`src/rtl/ftdi_sync245_tx.sv`:
```
// ftdi_sync245_tx: drives FT232H synchronous-245 write pins from a FIFO read port.
// A skid buffer absorbs FIFO read latency so no byte is lost or duplicated when
// TXE# deasserts mid-burst. Partial USB packets are flushed with a SIWU# pulse
// once the link has been idle for FLUSH_IDLE_CYCLES cycles.
module ftdi_sync245_tx #(
  parameter int FIFO_RD_LATENCY   = 1,
  parameter int SKID_DEPTH        = 4,
  parameter int FLUSH_IDLE_CYCLES = 32
) (
  input  logic        ftdi_clk,
  input  logic        reset_n,
  input  logic        fifo_rdreq,
  input  logic [7:0]  fifo_q,
  output logic        ftdi_rx_rdy,
  input  logic        ftdi_txe_n,
  output logic [7:0]  ftdi_data,
  output logic        ftdi_wr_n,
  output logic        ftdi_siwu_n,
  output logic [31:0] tx_byte_cnt,
  output logic        overflow_err
);

  localparam int PTR_W = $clog2(SKID_DEPTH);
  localparam int OCC_W = PTR_W + 1;
  localparam int INF_W = 2;
  localparam int SUM_W = OCC_W + 2;
  localparam logic [OCC_W-1:0] FULL_OCC   = OCC_W'(SKID_DEPTH);
  localparam logic [SUM_W-1:0] RDY_LIMIT  = SUM_W'(SKID_DEPTH - 1 - FIFO_RD_LATENCY);
  localparam logic [7:0]       FLUSH_LAST = 8'(FLUSH_IDLE_CYCLES - 1);

  typedef enum logic [2:0] {
    ST_IDLE       = 3'd0,
    ST_SEND       = 3'd1,
    ST_STALL      = 3'd2,
    ST_WAIT_FLUSH = 3'd3,
    ST_FLUSH      = 3'd4
  } state_t;

  // Number of reads currently travelling through the FIFO latency pipe.
  function automatic logic [INF_W-1:0] count_ones(input logic [FIFO_RD_LATENCY-1:0] v);
    logic [INF_W-1:0] n;
    n = {INF_W{1'b0}};
    for (int i = 0; i < FIFO_RD_LATENCY; i++) begin
      n = n + {{(INF_W-1){1'b0}}, v[i]};
    end
    return n;
  endfunction

  logic [FIFO_RD_LATENCY-1:0] rd_pipe_r;
  logic [FIFO_RD_LATENCY-1:0] pipe_nxt_s;
  logic [7:0]                 mem_r [SKID_DEPTH];
  logic [PTR_W-1:0]           wr_ptr_r;
  logic [PTR_W-1:0]           rd_ptr_r;
  logic [PTR_W-1:0]           rd_ptr_nxt_s;
  logic [OCC_W-1:0]           occ_r;
  logic [OCC_W-1:0]           occ_nxt_s;
  logic [OCC_W-1:0]           occ_after_pop_s;
  logic [INF_W-1:0]           inflight_s;
  logic                       push_s;
  logic                       full_s;
  logic                       push_ok_s;
  logic                       pop_s;
  logic [7:0]                 head_s;
  logic                       wr_n_r;
  logic [7:0]                 data_r;
  logic [31:0]                byte_cnt_r;
  logic                       ovf_r;
  logic                       siwu_n_r;
  logic [7:0]                 flush_cnt_r;
  state_t                     state_r;

  // Buffer bookkeeping: push/pop decisions, next occupancy and next head byte.
  always_comb begin
    pipe_nxt_s    = {FIFO_RD_LATENCY{1'b0}};
    pipe_nxt_s[0] = fifo_rdreq;
    for (int i = 1; i < FIFO_RD_LATENCY; i++) begin
      pipe_nxt_s[i] = rd_pipe_r[i-1];
    end
    push_s          = rd_pipe_r[FIFO_RD_LATENCY-1];
    full_s          = (occ_r == FULL_OCC);
    push_ok_s       = push_s & ~full_s;
    pop_s           = ~wr_n_r & ~ftdi_txe_n;
    occ_after_pop_s = occ_r - OCC_W'(pop_s);
    occ_nxt_s       = occ_after_pop_s + OCC_W'(push_ok_s);
    rd_ptr_nxt_s    = rd_ptr_r + PTR_W'(pop_s);
    inflight_s      = count_ones(rd_pipe_r);
    // When the pop drains the buffer, the only possible new head is the byte arriving now.
    if (occ_after_pop_s == {OCC_W{1'b0}}) begin
      head_s = fifo_q;
    end else begin
      head_s = mem_r[rd_ptr_nxt_s];
    end
  end

  // A read is only granted when its byte, plus everything already owed, still fits.
  always_comb begin
    ftdi_rx_rdy = reset_n & ~ftdi_txe_n &
                  ((SUM_W'(occ_r) + SUM_W'(inflight_s)) <= RDY_LIMIT);
  end

  // Datapath: latency pipe, skid buffer, output register, byte counter, overflow flag.
  always_ff @(posedge ftdi_clk or negedge reset_n) begin
    if (!reset_n) begin
      rd_pipe_r  <= {FIFO_RD_LATENCY{1'b0}};
      wr_ptr_r   <= {PTR_W{1'b0}};
      rd_ptr_r   <= {PTR_W{1'b0}};
      occ_r      <= {OCC_W{1'b0}};
      wr_n_r     <= 1'b1;
      data_r     <= 8'h00;
      byte_cnt_r <= 32'h0000_0000;
      ovf_r      <= 1'b0;
      for (int i = 0; i < SKID_DEPTH; i++) begin
        mem_r[i] <= 8'h00;
      end
    end else begin
      rd_pipe_r <= pipe_nxt_s;
      occ_r     <= occ_nxt_s;
      if (push_ok_s) begin
        mem_r[wr_ptr_r] <= fifo_q;
        wr_ptr_r        <= wr_ptr_r + PTR_W'(1'b1);
      end
      if (pop_s) begin
        rd_ptr_r   <= rd_ptr_nxt_s;
        byte_cnt_r <= byte_cnt_r + 32'd1;
      end
      if (push_s && full_s) begin
        ovf_r <= 1'b1;
      end
      // Present the next head whenever there is something to send and the FTDI can take it.
      if ((occ_nxt_s != {OCC_W{1'b0}}) && !ftdi_txe_n) begin
        wr_n_r <= 1'b0;
        data_r <= head_s;
      end else begin
        wr_n_r <= 1'b1;
      end
    end
  end

  // Control FSM: tracks send/stall/idle and times the send-immediate flush pulse.
  always_ff @(posedge ftdi_clk or negedge reset_n) begin
    if (!reset_n) begin
      state_r     <= ST_IDLE;
      flush_cnt_r <= 8'd0;
      siwu_n_r    <= 1'b1;
    end else begin
      siwu_n_r <= 1'b1;
      case (state_r)
        ST_IDLE: begin
          if (push_s) begin
            state_r <= ST_SEND;
          end
        end
        ST_SEND: begin
          if (ftdi_txe_n && (occ_r != {OCC_W{1'b0}})) begin
            state_r <= ST_STALL;
          end else if ((occ_nxt_s == {OCC_W{1'b0}}) &&
                       (pipe_nxt_s == {FIFO_RD_LATENCY{1'b0}})) begin
            // Count idle cycles from the edge that emptied the buffer.
            state_r     <= ST_WAIT_FLUSH;
            flush_cnt_r <= 8'd0;
          end
        end
        ST_STALL: begin
          if (!ftdi_txe_n) begin
            state_r <= ST_SEND;
          end
        end
        ST_WAIT_FLUSH: begin
          if (push_s) begin
            state_r     <= ST_SEND;
            flush_cnt_r <= 8'd0;
          end else if (flush_cnt_r == FLUSH_LAST) begin
            state_r     <= ST_FLUSH;
            flush_cnt_r <= 8'd0;
            siwu_n_r    <= 1'b0;
          end else begin
            flush_cnt_r <= flush_cnt_r + 8'd1;
          end
        end
        ST_FLUSH: begin
          if (push_s) begin
            state_r <= ST_SEND;
          end else begin
            state_r <= ST_IDLE;
          end
        end
        default: begin
          state_r <= ST_IDLE;
        end
      endcase
    end
  end

  assign ftdi_wr_n    = wr_n_r;
  assign ftdi_data    = data_r;
  assign ftdi_siwu_n  = siwu_n_r;
  assign tx_byte_cnt  = byte_cnt_r;
  assign overflow_err = ovf_r;

endmodule

```
`config.mk`:
```
export PLATFORM = sky130hd
export DESIGN_NAME = ftdi_sync245_tx
export DESIGN_NICKNAME = d
export VERILOG_FILES = /design/src/rtl/ftdi_sync245_tx.sv
export SDC_FILE = /design/constraint.sdc
export NUM_CORES = 1
export LEC_CHECK = 0
export CAP_MARGIN = 20
export CELL_PAD_IN_SITES_DETAIL_PLACEMENT = 0
export CELL_PAD_IN_SITES_GLOBAL_PLACEMENT = 1
export CORE_MARGIN = 1.5
export CORE_UTILIZATION = 34
export CTS_CLUSTER_DIAMETER = 40
export DETAILED_ROUTE_END_ITERATION = 8
export GPL_ROUTABILITY_DRIVEN = 0
export HOLD_SLACK_MARGIN = 0.08
export PLACE_DENSITY_LB_ADDON = 0.3
export SLEW_MARGIN = 40
export SYNTH_ARGS = -nofsm -noshare
export SYNTH_HDL_FRONTEND = slang
export SYNTH_SLANG_ARGS = --single-unit
```
`constraint.sdc`:
```
create_clock -name ftdi_clk -period 2.6 [get_ports ftdi_clk]
set_input_delay 0.52 -clock ftdi_clk [delete_from_list [all_inputs] [get_ports ftdi_clk]]
set_output_delay 0.52 -clock ftdi_clk [all_outputs]
set_load 0.05 [all_outputs]
```
==> results.toml, run 1 <==
[run_status]
status = "complete, no violations"

[floorplanning]
initial_core_util = 0.348
die_x_um = 117
std_cell_rows = 41
fp.dieH_um = 117
die_area_um2 = 13600
ios = 56
fp.coreArea_um2 = 12600

[yosys]
synthTopCellsByCount = "92 x dfrtp_1, 34 x mux2_2, 34 x nand2_1, 23 x xnor2_1, 17 x a21oi_1"
synth.net_count = 386
ys_top_cells_by_area = "dfrtp_1 52%, mux2_2 8.7%, xnor2_1 4.6%"
syn_inst = 361
yosysSeqAreaShare = 0.536
netlist_area_um2 = 4390
synth_edf_count = 0
ys_warn_count = 0
syn_area_per_cell_um2 = 12.2
synth-async-reset-ratio = 1.00
synth.ff_latch_count = 94
synth_top_area_cell = "dfrtp_1"
yosysMostFrequentCell = "dfrtp_1"
synthDistinctLibCells = 45
netlist.area_leader.share = 0.525
synthFlopType = "dfrtp_1"

[hold_path]
hp-class = "in2async"

[global_routing]
grt_first_pass_wirelength_mm = 16.1
gr-total-overflow = 0
antenna_found_initial = 0
first_global_vias = 3147
track_usage = 0.156
grt_max_degree = 95

[cts]
cts_tree = "yes"
h-tree-depth = 3
clock_path_buffers = 2
clk_pin_slew_ns = 0.06
cts_made_buffers = 9
root_buffer = "clkbuf_16"
cts.sinks = 94
clock_latency_ns = 0.34

[placement]
place_ws_ns = -0.414
port_buffers = 55
dp_cells = 608
dp_hpwl_mm = 6.67

[timing]
hold_viol = 0
rsz0062_at_grt = "false"
worstMarginPinSlew_ns = 0.516
setup_ws_ns = 0.164
fmax_mhz = 411
period_needed_ns = 2.44
tns_ns = 0
slew_violations = 0
setup_viol = 0
hold_slack_ns = 0.241
fin_crit_sh = 0.937
relSlewSlack = 0.656
finalClockSkew_ns = 0.00825

[worst_setup_path]
crit_path_start_kind = "primary input"
cpMostUsedCell = "ha_1"
crit_required_ns = 2.86
cp_slowest_stage_delay_ns = 0.51
path_class = "in2reg"
crit_chain = "clkdlybuf4s50_1 -> nor2_2 -> ha_1 -> ha_1 -> inv_1 -> ha_1 -> xor3_1 -> buf_4 -> nor3_4 -> nor2_4 -> inv_4 -> a21oi_1 -> a2bb2oi_1"
reg2reg_depth = 12
worst_ep_arrival_time_ns = 2.70
slowest_stage = "clkdlybuf4s50_1"
critPathCaptureType = "register"
worstPathMaxFanout = 9

[route]
wirelength_mm = 9.65
wl_per_cell_um = 15.5
dr.pass1.iters = 4
drt-vias-per-instance = 4.93
drc = 0
vias = 3079
ant_nets = 0
drt-initial-drc-count = 119

[final_layout]
drive_above_1_share = 0.210
area_growth_pct = 30.2
layout.area.seq_um2 = 2350
stdcell_count = 624
final_nets = 472
antennaDiodeCount = 0
n_fill_cell = 1192
multi_input_area_um2 = 1990

[run]
cap_viol_max_count = 0

[pwr]
cellPowerDensity_nw_per_um2 = 1150
ir_drop_mv = 0.658
total_power_mw = 6.58
p_leak_nw = 2.47
==> path summary, 6_finish.rpt <==
| check | to | startpoint | slack (ns) |
|---|---|---|---|
| min | flush_cnt_r[0] | reset_n | 0.24 |
| max | ftdi_data[1] | ftdi_txe_n | 0.16 |
| min in group ftdi_clk | tx_byte_cnt[31] | tx_byte_cnt[31] | 0.47 |
| max in group asynchronous | ftdi_wr_n | reset_n | 1.94 |
| min reg2reg | tx_byte_cnt[31] | tx_byte_cnt[31] | 0.47 |
| max reg2reg | ftdi_data[1] | ftdi_wr_n | 0.31 |
==> flip-flops by register name (all words and copies together) (netlist names) <==
| signal | flops |
|---|---|
| rd_ptr_r | 2 |
| mem_r | 32 |
| push_s | 1 |
| flush_cnt_r | 8 |
| state_r | 3 |
| overflow_err | 1 |
| occ_r | 3 |
| ftdi_data | 8 |
| wr_ptr_r | 2 |
| tx_byte_cnt | 32 |
| ftdi_wr_n | 1 |
| ftdi_siwu_n | 1 |
==> final cells by class <==
class                   count  share of cell area
inverters                  15              0.0103
clock inverters             2             0.00679
multi-input cells         248               0.349
flip-flops and latches     94               0.412
well taps                 172              0.0377
repair buffers             79               0.136
clock buffers              14              0.0479
==> routing by layer <==
metal,track usage,share of wire,up-vias
li1,-,-,1478
met1,0.212,0.49,1529
met2,0.241,0.45,55
met3,0.0311,0.036,17
met4,0.0715,0.022,0
met5,0,0,-
==> power by group <==
group          switching (mW)  internal (mW)
Clock                   0.542          0.827
Combinational            1.47           1.45
Sequential              0.335           1.95
Total                    2.35           4.23
==> worst max-delay path, delay by kind of cell <==
kind	cells	cell delay, ns
buffers and inverters	4	0.84
adder cells (fa/ha/maj)	3	0.61
AND/OR/NAND/NOR	3	0.26
XOR/XNOR	1	0.25
AO/OA/AOI/OAI	2	0.22
==> stage by stage <==
stage	utilization	cell area, um^2
after floorplan	-	4390
after global placement	0.425	5370
after detailed placement	0.425	5370
after CTS	0.450	5680
after global routing	0.453	5720
final	0.453	5720
==> what timing repair did <==
item	CTS	global route
hold buffers	0	0
buffers inserted	0	0
endpoints found under the setup margin	4	16
gates resized for setup	1	7
==> logic make-up after synthesis <==
logic type,synth area share
AOI/OAI and AO/OA,0.0653
xor gates and xnor gates,0.0753
DFF,0.536
adders and majority gates,0.0371
buffers and inverters,0.0165
and+or+nand+nor,0.139
muxes,0.131
==> layout by cell type (no fill, tap or decap), types with 4 or more instances in the layout <==
master / n
nor2_1: 13
clkdlybuf4s50_1: 53
mux2_2: 34
buf_4: 21
and3_1: 9
inv_1: 14
and4_1: 4
a2bb2oi_1: 8
nand3_1: 12
nor3_1: 8
mux4_2: 8
nand2_1: 34
dfrtp_1: 92
buf_12: 4
xnor2_1: 23
xor2_1: 12
clkbuf_16: 9
o21ai_0: 4
ha_1: 13
nand4_1: 14
a21oi_1: 17
Power figures use the tool's default switching activity.
==> run 2, diff against run 1 <==
--- a/config.mk
+++ b/config.mk
@@ -5,7 +5,7 @@
 export SDC_FILE = /design/constraint.sdc
 export NUM_CORES = 1
 export LEC_CHECK = 0
-export CAP_MARGIN = 20
+export CAP_MARGIN = 40
 export CELL_PAD_IN_SITES_DETAIL_PLACEMENT = 0
 export CELL_PAD_IN_SITES_GLOBAL_PLACEMENT = 1
 export CORE_MARGIN = 1.5
==> results of run 2 <==
The final DEF is identical to that of run 1; final timing and power are the same.
